<file path="src/rtl/full_report_pkg.sv">
// -----------------------------------------------------------------------------
// full_report_pkg
// Shared definitions for the full-event reporter and the counter bank's
// formal harness.
//   lgns()       : channel-index width for a given channel count
//   RST_VALID    : reset value of the output valid flag
//   RST_INDEX    : reset value of o_chan and the round-robin pointer
// Optional feature macro used by the importing files: FULL_REPORT_STAMP_EN
// -----------------------------------------------------------------------------
package full_report_pkg;

   localparam logic RST_VALID = 1'b0;
   localparam int   RST_INDEX = 0;

   // Smallest width able to index n channels (n in 2..32).
   function automatic int lgns(input int n);
      int r;
      r = 0;
      for (int i = 0; i < 6; i++) begin
         if ((1 << i) < n) r = i + 1;
      end
      return r;
   endfunction

endpackage

</file>
<file path="src/rtl/full_event_reporter_if.sv">
// -----------------------------------------------------------------------------
// full_event_reporter_if
// Valid/ready event stream carrying the channel index of each full event.
//   o_valid  : event available (reporter -> consumer)
//   i_ready  : consumer accepts when o_valid && i_ready (consumer -> reporter)
//   o_chan   : channel index of the reported event
//   o_stamp  : capture time of the event (only with FULL_REPORT_STAMP_EN)
// Modports: master = reporter side, slave = consumer side.
// -----------------------------------------------------------------------------
interface full_event_reporter_if #(
   parameter int NS = 4
`ifdef FULL_REPORT_STAMP_EN
   , parameter int LGSTAMP = 16
`endif
);
   import full_report_pkg::*;

   localparam int LGNS = lgns(NS);

   logic            o_valid;
   logic            i_ready;
   logic [LGNS-1:0] o_chan;
`ifdef FULL_REPORT_STAMP_EN
   logic [LGSTAMP-1:0] o_stamp;
`endif

`ifdef FULL_REPORT_STAMP_EN
   modport master (output o_valid, output o_chan, output o_stamp, input i_ready);
   modport slave  (input o_valid, input o_chan, input o_stamp, output i_ready);
`else
   modport master (output o_valid, output o_chan, input i_ready);
   modport slave  (input o_valid, input o_chan, output i_ready);
`endif

endinterface

</file>
<file path="src/rtl/full_event_reporter_rr_pick.sv">
// -----------------------------------------------------------------------------
// rr_pick
// Combinational round-robin picker: finds the first set bit of pending at or
// after rr_ptr, wrapping modulo NS.
//   pending : per-channel pending flags
//   rr_ptr  : channel with highest priority this cycle
//   any     : at least one pending bit is set
//   picked  : index of the selected channel (0 when any == 0)
// -----------------------------------------------------------------------------
module rr_pick
   import full_report_pkg::*;
#(
   parameter int NS   = 4,
   parameter int LGNS = lgns(NS)
) (
   input  logic [NS-1:0]   pending,
   input  logic [LGNS-1:0] rr_ptr,
   output logic            any,
   output logic [LGNS-1:0] picked
);

   int idx;

   // Walk from the farthest offset back to rr_ptr so the nearest hit is the
   // last one written and therefore wins.
   always_comb begin
      // NOTE: every output gets a default before the loop so no path leaves
      // it unassigned, which would otherwise infer a latch.
      any    = 1'b0;
      picked = '0;
      idx    = 0;
      for (int i = NS - 1; i >= 0; i--) begin
         idx = int'(rr_ptr) + i;
         if (idx >= NS) idx = idx - NS;
         if (pending[idx]) begin
            any    = 1'b1;
            picked = LGNS'(idx);
         end
      end
   end

endmodule

</file>
<file path="src/rtl/full_event_reporter.sv">
// -----------------------------------------------------------------------------
// full_event_reporter
// Watches the per-channel full flags of the saturating-counter bank, turns each
// rising edge into one pending event per channel, and reports pending channels
// round-robin over a registered valid/ready stream. A channel that fills again
// before its previous event was taken sets a sticky overrun flag.
//   i_clk          : clock, rising edge
//   i_reset        : asynchronous, active-high reset
//   i_full         : per-channel full flags (synchronous to i_clk)
//   o_overrun      : sticky per-channel overrun flags
//   i_clr_overrun  : write-1-to-clear for o_overrun (a same-cycle set wins)
//   evt            : event stream (o_valid / i_ready / o_chan [/ o_stamp])
// Optional feature: define FULL_REPORT_STAMP_EN to add a free-running
// LGSTAMP-bit timestamp captured per channel on each rise and reported as
// o_stamp alongside o_chan.
// -----------------------------------------------------------------------------
module full_event_reporter
   import full_report_pkg::*;
#(
   parameter int NS = 4
`ifdef FULL_REPORT_STAMP_EN
   , parameter int LGSTAMP = 16
`endif
) (
   input  logic                  i_clk,
   input  logic                  i_reset,
   input  logic [NS-1:0]         i_full,
   output logic [NS-1:0]         o_overrun,
   input  logic [NS-1:0]         i_clr_overrun,
   full_event_reporter_if.master evt
);

   localparam int LGNS = lgns(NS);

   logic [NS-1:0]   prev_full;
   logic [NS-1:0]   pending;
   logic [LGNS-1:0] rr_ptr;

   logic [NS-1:0]   rise;
   logic            load;
   logic            any;
   logic [LGNS-1:0] picked;
   logic [NS-1:0]   load_mask;
   logic [LGNS-1:0] next_ptr;

   assign rise = i_full & ~prev_full;

   // The output register refills whenever it is empty or being drained.
   assign load = !evt.o_valid || evt.i_ready;

   // Channel leaving pending this cycle; a rise on that same channel re-arms
   // pending and does not count as an overrun.
   assign load_mask = (load && any) ? (NS'(1) << picked) : '0;

   assign next_ptr = (int'(picked) == NS - 1) ? '0 : picked + 1'b1;

   rr_pick #(
      .NS   (NS),
      .LGNS (LGNS)
   ) u_rr_pick (
      .pending (pending),
      .rr_ptr  (rr_ptr),
      .any     (any),
      .picked  (picked)
   );

`ifdef FULL_REPORT_STAMP_EN
   logic [LGSTAMP-1:0] stamp_ctr;
   logic [LGSTAMP-1:0] stamp_mem [NS];

   always_ff @(posedge i_clk or posedge i_reset) begin
      if (i_reset) stamp_ctr <= '0;
      else         stamp_ctr <= stamp_ctr + 1'b1;
   end

   // NOTE: the stamp storage has no reset; an entry is only ever read after a
   // rise has written it, so resetting it would add logic without effect.
   always_ff @(posedge i_clk) begin
      for (int n = 0; n < NS; n++) begin
         if (rise[n]) stamp_mem[n] <= stamp_ctr;
      end
   end
`endif

   // NOTE: non-blocking assignments throughout, so every register samples the
   // values from before the edge regardless of statement order.
   always_ff @(posedge i_clk or posedge i_reset) begin
      if (i_reset) begin
         prev_full   <= '0;
         pending     <= '0;
         rr_ptr      <= LGNS'(RST_INDEX);
         o_overrun   <= '0;
         evt.o_valid <= RST_VALID;
         evt.o_chan  <= LGNS'(RST_INDEX);
`ifdef FULL_REPORT_STAMP_EN
         evt.o_stamp <= '0;
`endif
      end else begin
         prev_full <= i_full;
         pending   <= (pending & ~load_mask) | rise;
         o_overrun <= (o_overrun & ~i_clr_overrun) | (rise & pending & ~load_mask);
         if (load) begin
            evt.o_valid <= any;
            if (any) begin
               evt.o_chan <= picked;
               rr_ptr     <= next_ptr;
`ifdef FULL_REPORT_STAMP_EN
               evt.o_stamp <= stamp_mem[picked];
`endif
            end
         end
      end
   end

endmodule

</file>
<file path="src/flat_wrapper.sv">
// flat-port wrapper written by rule: the top's interface ports become plain ports
module full_event_reporter_flat import full_report_pkg::*;
#(
   parameter int NS = 4

)
  (i_clk, i_reset, i_full, o_overrun, i_clr_overrun, evt_o_valid, evt_o_chan, evt_i_ready);
  full_event_reporter_if #(.NS(NS)) evt_i ();
  input  logic i_clk;
  input  logic i_reset;
  input  logic [NS-1:0] i_full;
  output logic [NS-1:0] o_overrun;
  input  logic [NS-1:0] i_clr_overrun;
  output wire logic [$bits(evt_i.o_valid)-1:0] evt_o_valid;
  output wire logic [$bits(evt_i.o_chan)-1:0] evt_o_chan;
  input wire logic [$bits(evt_i.i_ready)-1:0] evt_i_ready;
  assign evt_o_valid = evt_i.o_valid;
  assign evt_o_chan = evt_i.o_chan;
  assign evt_i.i_ready = evt_i_ready;
  full_event_reporter #(.NS(NS)) u_core (.i_clk(i_clk), .i_reset(i_reset), .i_full(i_full), .o_overrun(o_overrun), .i_clr_overrun(i_clr_overrun), .evt(evt_i));
endmodule
</file>
<file path="config.mk">
export PLATFORM = sky130hd
export DESIGN_NAME = full_event_reporter_flat
export DESIGN_NICKNAME = d
export VERILOG_FILES = /design/src/rtl/full_report_pkg.sv /design/src/rtl/full_event_reporter_if.sv /design/src/rtl/full_event_reporter_rr_pick.sv /design/src/rtl/full_event_reporter.sv /design/src/flat_wrapper.sv
export SDC_FILE = /design/constraint.sdc
export NUM_CORES = 1
export LEC_CHECK = 0
export BUFFER_PORTS_ARGS = -buffer_cell sky130_fd_sc_hd__buf_4
export CAP_MARGIN = 40
export CORE_ASPECT_RATIO = 1.2
export CORE_MARGIN = 8
export CORE_UTILIZATION = 33
export CTS_BUF_LIST = sky130_fd_sc_hd__clkbuf_16
export DETAILED_ROUTE_END_ITERATION = 8
export PLACE_DENSITY = 0.6
export RECOVER_POWER = 100
export SYNTH_ARGS = -nofsm -noshare
export SYNTH_HDL_FRONTEND = slang
export SYNTH_HIERARCHICAL = 1
export SYNTH_SLANG_ARGS = --single-unit
export TNS_END_PERCENT = 30
</file>
<file path="constraint.sdc">
create_clock -name i_clk -period 1.5 [get_ports i_clk]
set_input_delay 0.15 -clock i_clk [delete_from_list [all_inputs] [get_ports i_clk]]
set_output_delay 0.15 -clock i_clk [all_outputs]
set_load 0.05 [all_outputs]
</file>
==> results.cfg, run 1 <==
[floorplanning]
core_mm2 = 0.00226
row_count = 19
die_area_mm2 = 0.00417
start_util = 0.344
die_width_um = 60.3
io_pins = 18
die_h_um = 69.2

[global_route]
grt_overflow_total = 0
grt_max_degree = 18
grt_pass1_vias = 670
grt_pass1_wl_um = 2770
antenna_found_initial = 0
grt_usage = 0.0845

[place]
place.detailed.hpwl_um = 1110
routabilityCongestion = 0.749
place_area_um2 = 973
place_inst = 121
portBuffers = 17
pre_cts_ws_ns = -0.241

[layout]
post-route-util = 0.506
n_antenna_cell = 0
nNetsFinal = 115
fin_area_mm2 = 0.00114
drive_gt1_frac = 0.475
stdcell_count = 130
syn2layout_area_growth_pct = 47.0
nFillCells = 196

[detailed_routing]
drt_first_pass_iters = 4
postRouteAntennaNets = 0
drc_errors = 0
drt_iter0_markers = 15
vias = 620
via_per_inst = 4.77
wl_um = 1920
post_drt_wl_per_cell_um = 14.7

[clocking]
hold_buffers = 0
path_clk_slew_ns = 0.05
clock_path_buffers = 2
h-tree-depth = 1
root_buffer = clkbuf_16
cts_buffers = 3
clk_latency_ns = 0.24
cts_tree = built
cts.sink_count = 17

[critical_path]
critPathBufInv = 1
crit_required_ns = 1.62
cp_max_fo = 5
slowest_stage = dfrtp_2
r2r-end = u_core/o_overrun[3]$_DFF_PP0_
arrival_ns = 1.85
crit_family = compound AO/OA/AOI/OAI gates
rrSetupSlack_ns = -0.23
cp_slowest_stage_delay_ns = 0.41
crit_path_start_kind = flop
crit_path_cell_trace = nand2b_4, a21oi_2, a211oi_2, buf_4, ha_4, nand2_2, o21ai_2, o22ai_1
worstSetupPathType = flop to flop
crit_path_end_kind = flop
r2r_start = u_core/rr_ptr[1]$_DFFE_PP0P_
r2r_cells = 8

[power_and_ir_drop]
leakagePower_nw = 0.530
peakVddDrop_uv = 1340
powerDensity_mw_per_mm2 = 2530

[sta]
hold_violations = 0
setup_slack_ns = -0.231
slew-limit-headroom = 0.567
fin_crit_sh = 1.15
fin_tns_setup_ns = -1.72
fin_worst_skew_ns = 0.000959
setup_viol_count_final = 12
tightest_slew_ns = 0.648
finalCriticalPeriod_ns = 1.73
rsz0062_at_grt = true
maxSlewViolCount = 0
clock.fmax_mhz = 578

[synthesis]
synth_largest_area_cell = dfrtp_1
synth.area.top_cells = dfrtp_1, mux2_4, ha_1
synthCells = 69
yosysSeqAreaShare = 0.548
synth_top_area_share = 0.548
syn_nets = 84
avgSynthCellArea_um2 = 11.3
ys_ff_latch = 17
syn-cell-area_um2 = 777
yosys_warnings = 6
synthDistinctLibCells = 17

[status]
violations = negative setup slack
status = finished with violations

[flow_run]
drv_cap = 0

[hold_path]
min-delay-path-class = primary input to async pin
## worst max path at each step
stage	start	to	slack, ns	cells past startpoint
after floorplan	u_core/rr_ptr[1]$_DFFE_PP0P_	u_core/rr_ptr[1]$_DFFE_PP0P_	-0.09	5
after global placement	u_core/rr_ptr[1]$_DFFE_PP0P_	u_core/rr_ptr[1]$_DFFE_PP0P_	-0.20	6
after detailed placement	u_core/rr_ptr[1]$_DFFE_PP0P_	u_core/rr_ptr[1]$_DFFE_PP0P_	-0.24	6
after CTS	u_core/rr_ptr[1]$_DFFE_PP0P_	u_core/rr_ptr[1]$_DFFE_PP0P_	-0.22	6
after global routing	u_core/rr_ptr[0]$_DFFE_PP0P_	u_core/o_overrun[3]$_DFF_PP0_	-0.29	8
final	u_core/rr_ptr[1]$_DFFE_PP0P_	u_core/o_overrun[3]$_DFF_PP0_	-0.23	8
## metrics by stage
step | hold WS, ns | total power, W
after floorplan | 0.0761 | 0.00150
after global placement | 0.270 | 0.00188
after detailed placement | 0.271 | 0.00187
after CTS | 0.0167 | 0.00249
after global routing | 0.0460 | 0.00305
final | 0.00215 | 0.00289
## metal layers
layer	GRT usage	share of wire	up-vias
li1	-	-	288
met1	0.0881	0.41	312
met2	0.142	0.55	18
met3	0.0130	0.026	2
met4	0.0665	0.014	0
met5	0	0	-
## synth_stat cells (all sizes together)
library cell	instances
nor3b	1
dfrtp	17
o21ai	4
inv	7
mux2	4
nand2	10
a211oi	2
mux2i	1
ha	4
nor2	5
nor2b	1
a21oi	1
nand2b	7
o22ai	4
or2	1
## timing repair
action / 4_1_cts / 5_1_grt
buffers inserted: 1 / 4
endpoints found under the hold margin: 0 / 0
resized for setup: 8 / 17
setup endpoints to repair: 10 / 11
pin swaps: 5 / 9
## cells in the final DEF, fill, tap and decap left out
cell,Yosys,routed
nor3b_2,0,1
clkbuf_16,0,3
dfrtp_1,17,14
nand2b_4,1,2
o22ai_1,4,4
or2_2,1,1
o21ai_2,0,4
nor2b_4,1,1
ha_1,4,2
a21oi_2,0,1
nand2_2,0,2
nand2_1,10,8
dfrtp_2,0,3
nor2_2,0,2
clkbuf_1,0,8
a211oi_2,1,2
clkbuf_4,0,4
inv_2,0,1
nor2_1,5,3
buf_4,0,12
inv_1,7,7
ha_4,0,2
mux2i_1,1,1
buf_6,0,2
nand2b_1,6,5
mux2_4,4,4
## state kept, by name, indices dropped and copies added (netlist names)
name / count
u_core/o_overrun: 4
u_core/pending: 4
u_core/rr_ptr: 2
u_core/evt.o_valid: 1
u_core/evt.o_chan: 2
u_core/prev_full: 4
## cell type report
class / count / area [um^2] / share of cell area
inverter: 7 / 26.3 / 0.0230
timing repair buffer: 26 / 173 / 0.151
multi-input combinational: 45 / 397 / 0.347
clock inverter: 1 / 3.75 / 0.00329
tap: 31 / 38.8 / 0.0340
clock buffer: 3 / 75.1 / 0.0657
sequential: 17 / 429 / 0.376
## kinds of logic after synthesis
group | count (synthesis) | synth area share
AOI/OAI and AO/OA | 11 | 0.0902
muxes | 5 | 0.0902
DFF | 17 | 0.548
and+or+nand+nor | 25 | 0.174
adders and majority gates | 4 | 0.0644
buffers and inverters | 7 | 0.0338
## power breakdown
part,internal (W),leakage (nW),switching (W)
registers,0.000615,0.193,0.000150
logic,0.000760,0.295,0.000858
clock network,0.000353,0.0423,0.000156
total,0.00173,0.530,0.00116
Note: power is estimated with default switching activity, not from simulation.
==> inputs of run 2 (changes only) <==
MAX_ROUTING_LAYER = met4   (was default)
PLACE_DENSITY = 0.58   (was 0.6)
SETUP_SLACK_MARGIN = 0.5   (was default)
clock period = 1.7 ns   (was 1.5 ns; I/O delays follow)
==> run 2 against run 1 <==
Net effect: the run now ends clean; fmax rose by 2.9%; sequential power fell by 11%; first-iteration DRC count fell by 60%; utilization fell by 1.0 points; final cell count fell by 1.5%; non-clock buffer count fell by 2; worst setup slack improved by 0.25 ns; clock power fell by 8.3%; global-route usage rose by 1.0 points; via count fell by 5.8%; critical path type unchanged; critical endpoint is now u_core/rr_ptr[1]$_DFFE_PP0P_; largest power group unchanged; highest routed layer unchanged.
==> results.cfg, run 2 (same netlist as run 1, synthesis figures left out) <==
[global_route]
grt_max_degree = 18
top_usage_layer = met2
grt_pass1_wl_um = 2910
grt_use_met3 = 0.0167
use_met2 = 0.164
grt_use_met1 = 0.0870
grt_pass1_vias = 669
antenna_found_initial = 0
grt_usage = 0.0950
grt_overflow_total = 0

[critical_path]
arrival_ns = 1.81
crit_family = simple AND/OR/NAND/NOR gates
slowest_stage = dfrtp_1
r2r_start = u_core/pending[1]$_DFF_PP0_
worstSetupPathType = flop to flop
crit_path_end_kind = flop
r2r_cells = 6
cp_slowest_stage_delay_ns = 0.42
crit_path_cell_trace = nor2_1, a211oi_2, nor2_2, inv_2, ha_2, mux2_4
r2r-end = u_core/rr_ptr[1]$_DFFE_PP0P_
crit_path_start_kind = flop
critPathBufInv = 1
crit_required_ns = 1.83
rrSetupSlack_ns = 0.02
cp_max_fo = 4

[detailed_routing]
drt_first_pass_iters = 4
postRouteAntennaNets = 0
post_drt_wl_per_cell_um = 12.9
vias = 584
via_per_inst = 4.56
drt_iter0_markers = 6
wl_um = 1650
drc_errors = 0

[layout]
nFillCells = 203
nNetsFinal = 113
n_antenna_cell = 0
final_common_cell = dfrtp_1
drive_gt1_frac = 0.505
layout_common_cells = dfrtp_1, buf_4, clkbuf_1
seq_area_um2 = 430
stdcell_count = 128
multiInputGateArea_um2 = 394
top_regs = u_core/o_overrun x4, u_core/pending x4, u_core/prev_full x4
syn2layout_area_growth_pct = 44.1
fin_area_mm2 = 0.00112

[status]
status = finished clean

[floorplanning]
core_mm2 = 0.00226
io_pins = 18
die_h_um = 69.2
start_util = 0.344
die_area_mm2 = 0.00417
die_width_um = 60.3
row_count = 19

[power_and_ir_drop]
leakagePower_nw = 0.513
total_power_w = 0.00236
peakVddDrop_uv = 988
powerDensity_mw_per_mm2 = 2100

[clocking]
root_buffer = clkbuf_16
hold_buffers = 0
cts_tree = built
path_clk_slew_ns = 0.05
cts.sink_count = 17
clk_latency_ns = 0.25
cts_buffers = 3
clock_path_buffers = 2
h-tree-depth = 1

[sta]
finalCriticalPeriod_ns = 1.68
fin_crit_sh = 0.990
tightest_slew_ns = 0.632
fin_worst_skew_ns = 0.00208
fin_tns_setup_ns = 0
clock.fmax_mhz = 594
maxSlewViolCount = 0
hold_ws_ns = 0.00755
slew-limit-headroom = 0.578
rsz0062_at_grt = true
setup_viol_count_final = 0
hold_violations = 0

[place]
place_area_um2 = 943
routabilityCongestion = 0.754
place_inst = 117
place.detailed.hpwl_um = 1110
portBuffers = 17

[flow_run]
drv_cap = 0

[hold_path]
min-delay-path-class = primary input to async pin
==> run 2: how the worst max path moves through the flow <==
stage,from,endpoint,depth (start not counted)
global placement,u_core/rr_ptr[1]$_DFFE_PP0P_,u_core/rr_ptr[1]$_DFFE_PP0P_,6
CTS,u_core/rr_ptr[1]$_DFFE_PP0P_,u_core/o_overrun[3]$_DFF_PP0_,8
global route,u_core/rr_ptr[1]$_DFFE_PP0P_,u_core/o_overrun[1]$_DFF_PP0_,7
detailed placement,u_core/rr_ptr[1]$_DFFE_PP0P_,u_core/rr_ptr[1]$_DFFE_PP0P_,6
floorplan,u_core/rr_ptr[1]$_DFFE_PP0P_,u_core/rr_ptr[1]$_DFFE_PP0P_,5
finish,u_core/pending[1]$_DFF_PP0_,u_core/rr_ptr[1]$_DFFE_PP0P_,6
==> run 2: what timing repair did <==
item / CTS / global route
setup buffers: 7 / 0
pin swaps: 8 / 12
gates resized for setup: 13 / 13
endpoints found under the setup margin: 13 / 13
==> run 2: area by class of cell <==
cell class,instances,area share
clock buffers,3,0.0670
clock inverters,1,0.00447
inverters,7,0.0235
well taps,31,0.0346
repair buffers,24,0.134
flip-flops and latches,17,0.384
multi-input cells,45,0.352
==> run 2: through the flow <==
step | utilization | setup slack, ns
3_5_place_dp | 0.418 | -0.0513
5_1_grt | 0.496 | -0.0445
4_1_cts | 0.493 | 0.0619
3_3_place_gp | 0.418 | -0.0218
2_1_floorplan | - | 0.110
6_report | 0.496 | 0.0177
==> run 2: power breakdown <==
group	internal [W]	switching (W)	total [W]
registers	0.000545	0.000134	0.000679
logic	0.000562	0.000648	0.00121
clock network	0.000315	0.000152	0.000466
total	0.00142	0.000934	0.00236
==> run 2: metal layers <==
metal  wire length, um  vias to the layer above
li1                  -                      287
met1               640                      283
met2               924                        9
met3                23                        5
met4                59                        0
met5                 0                        -
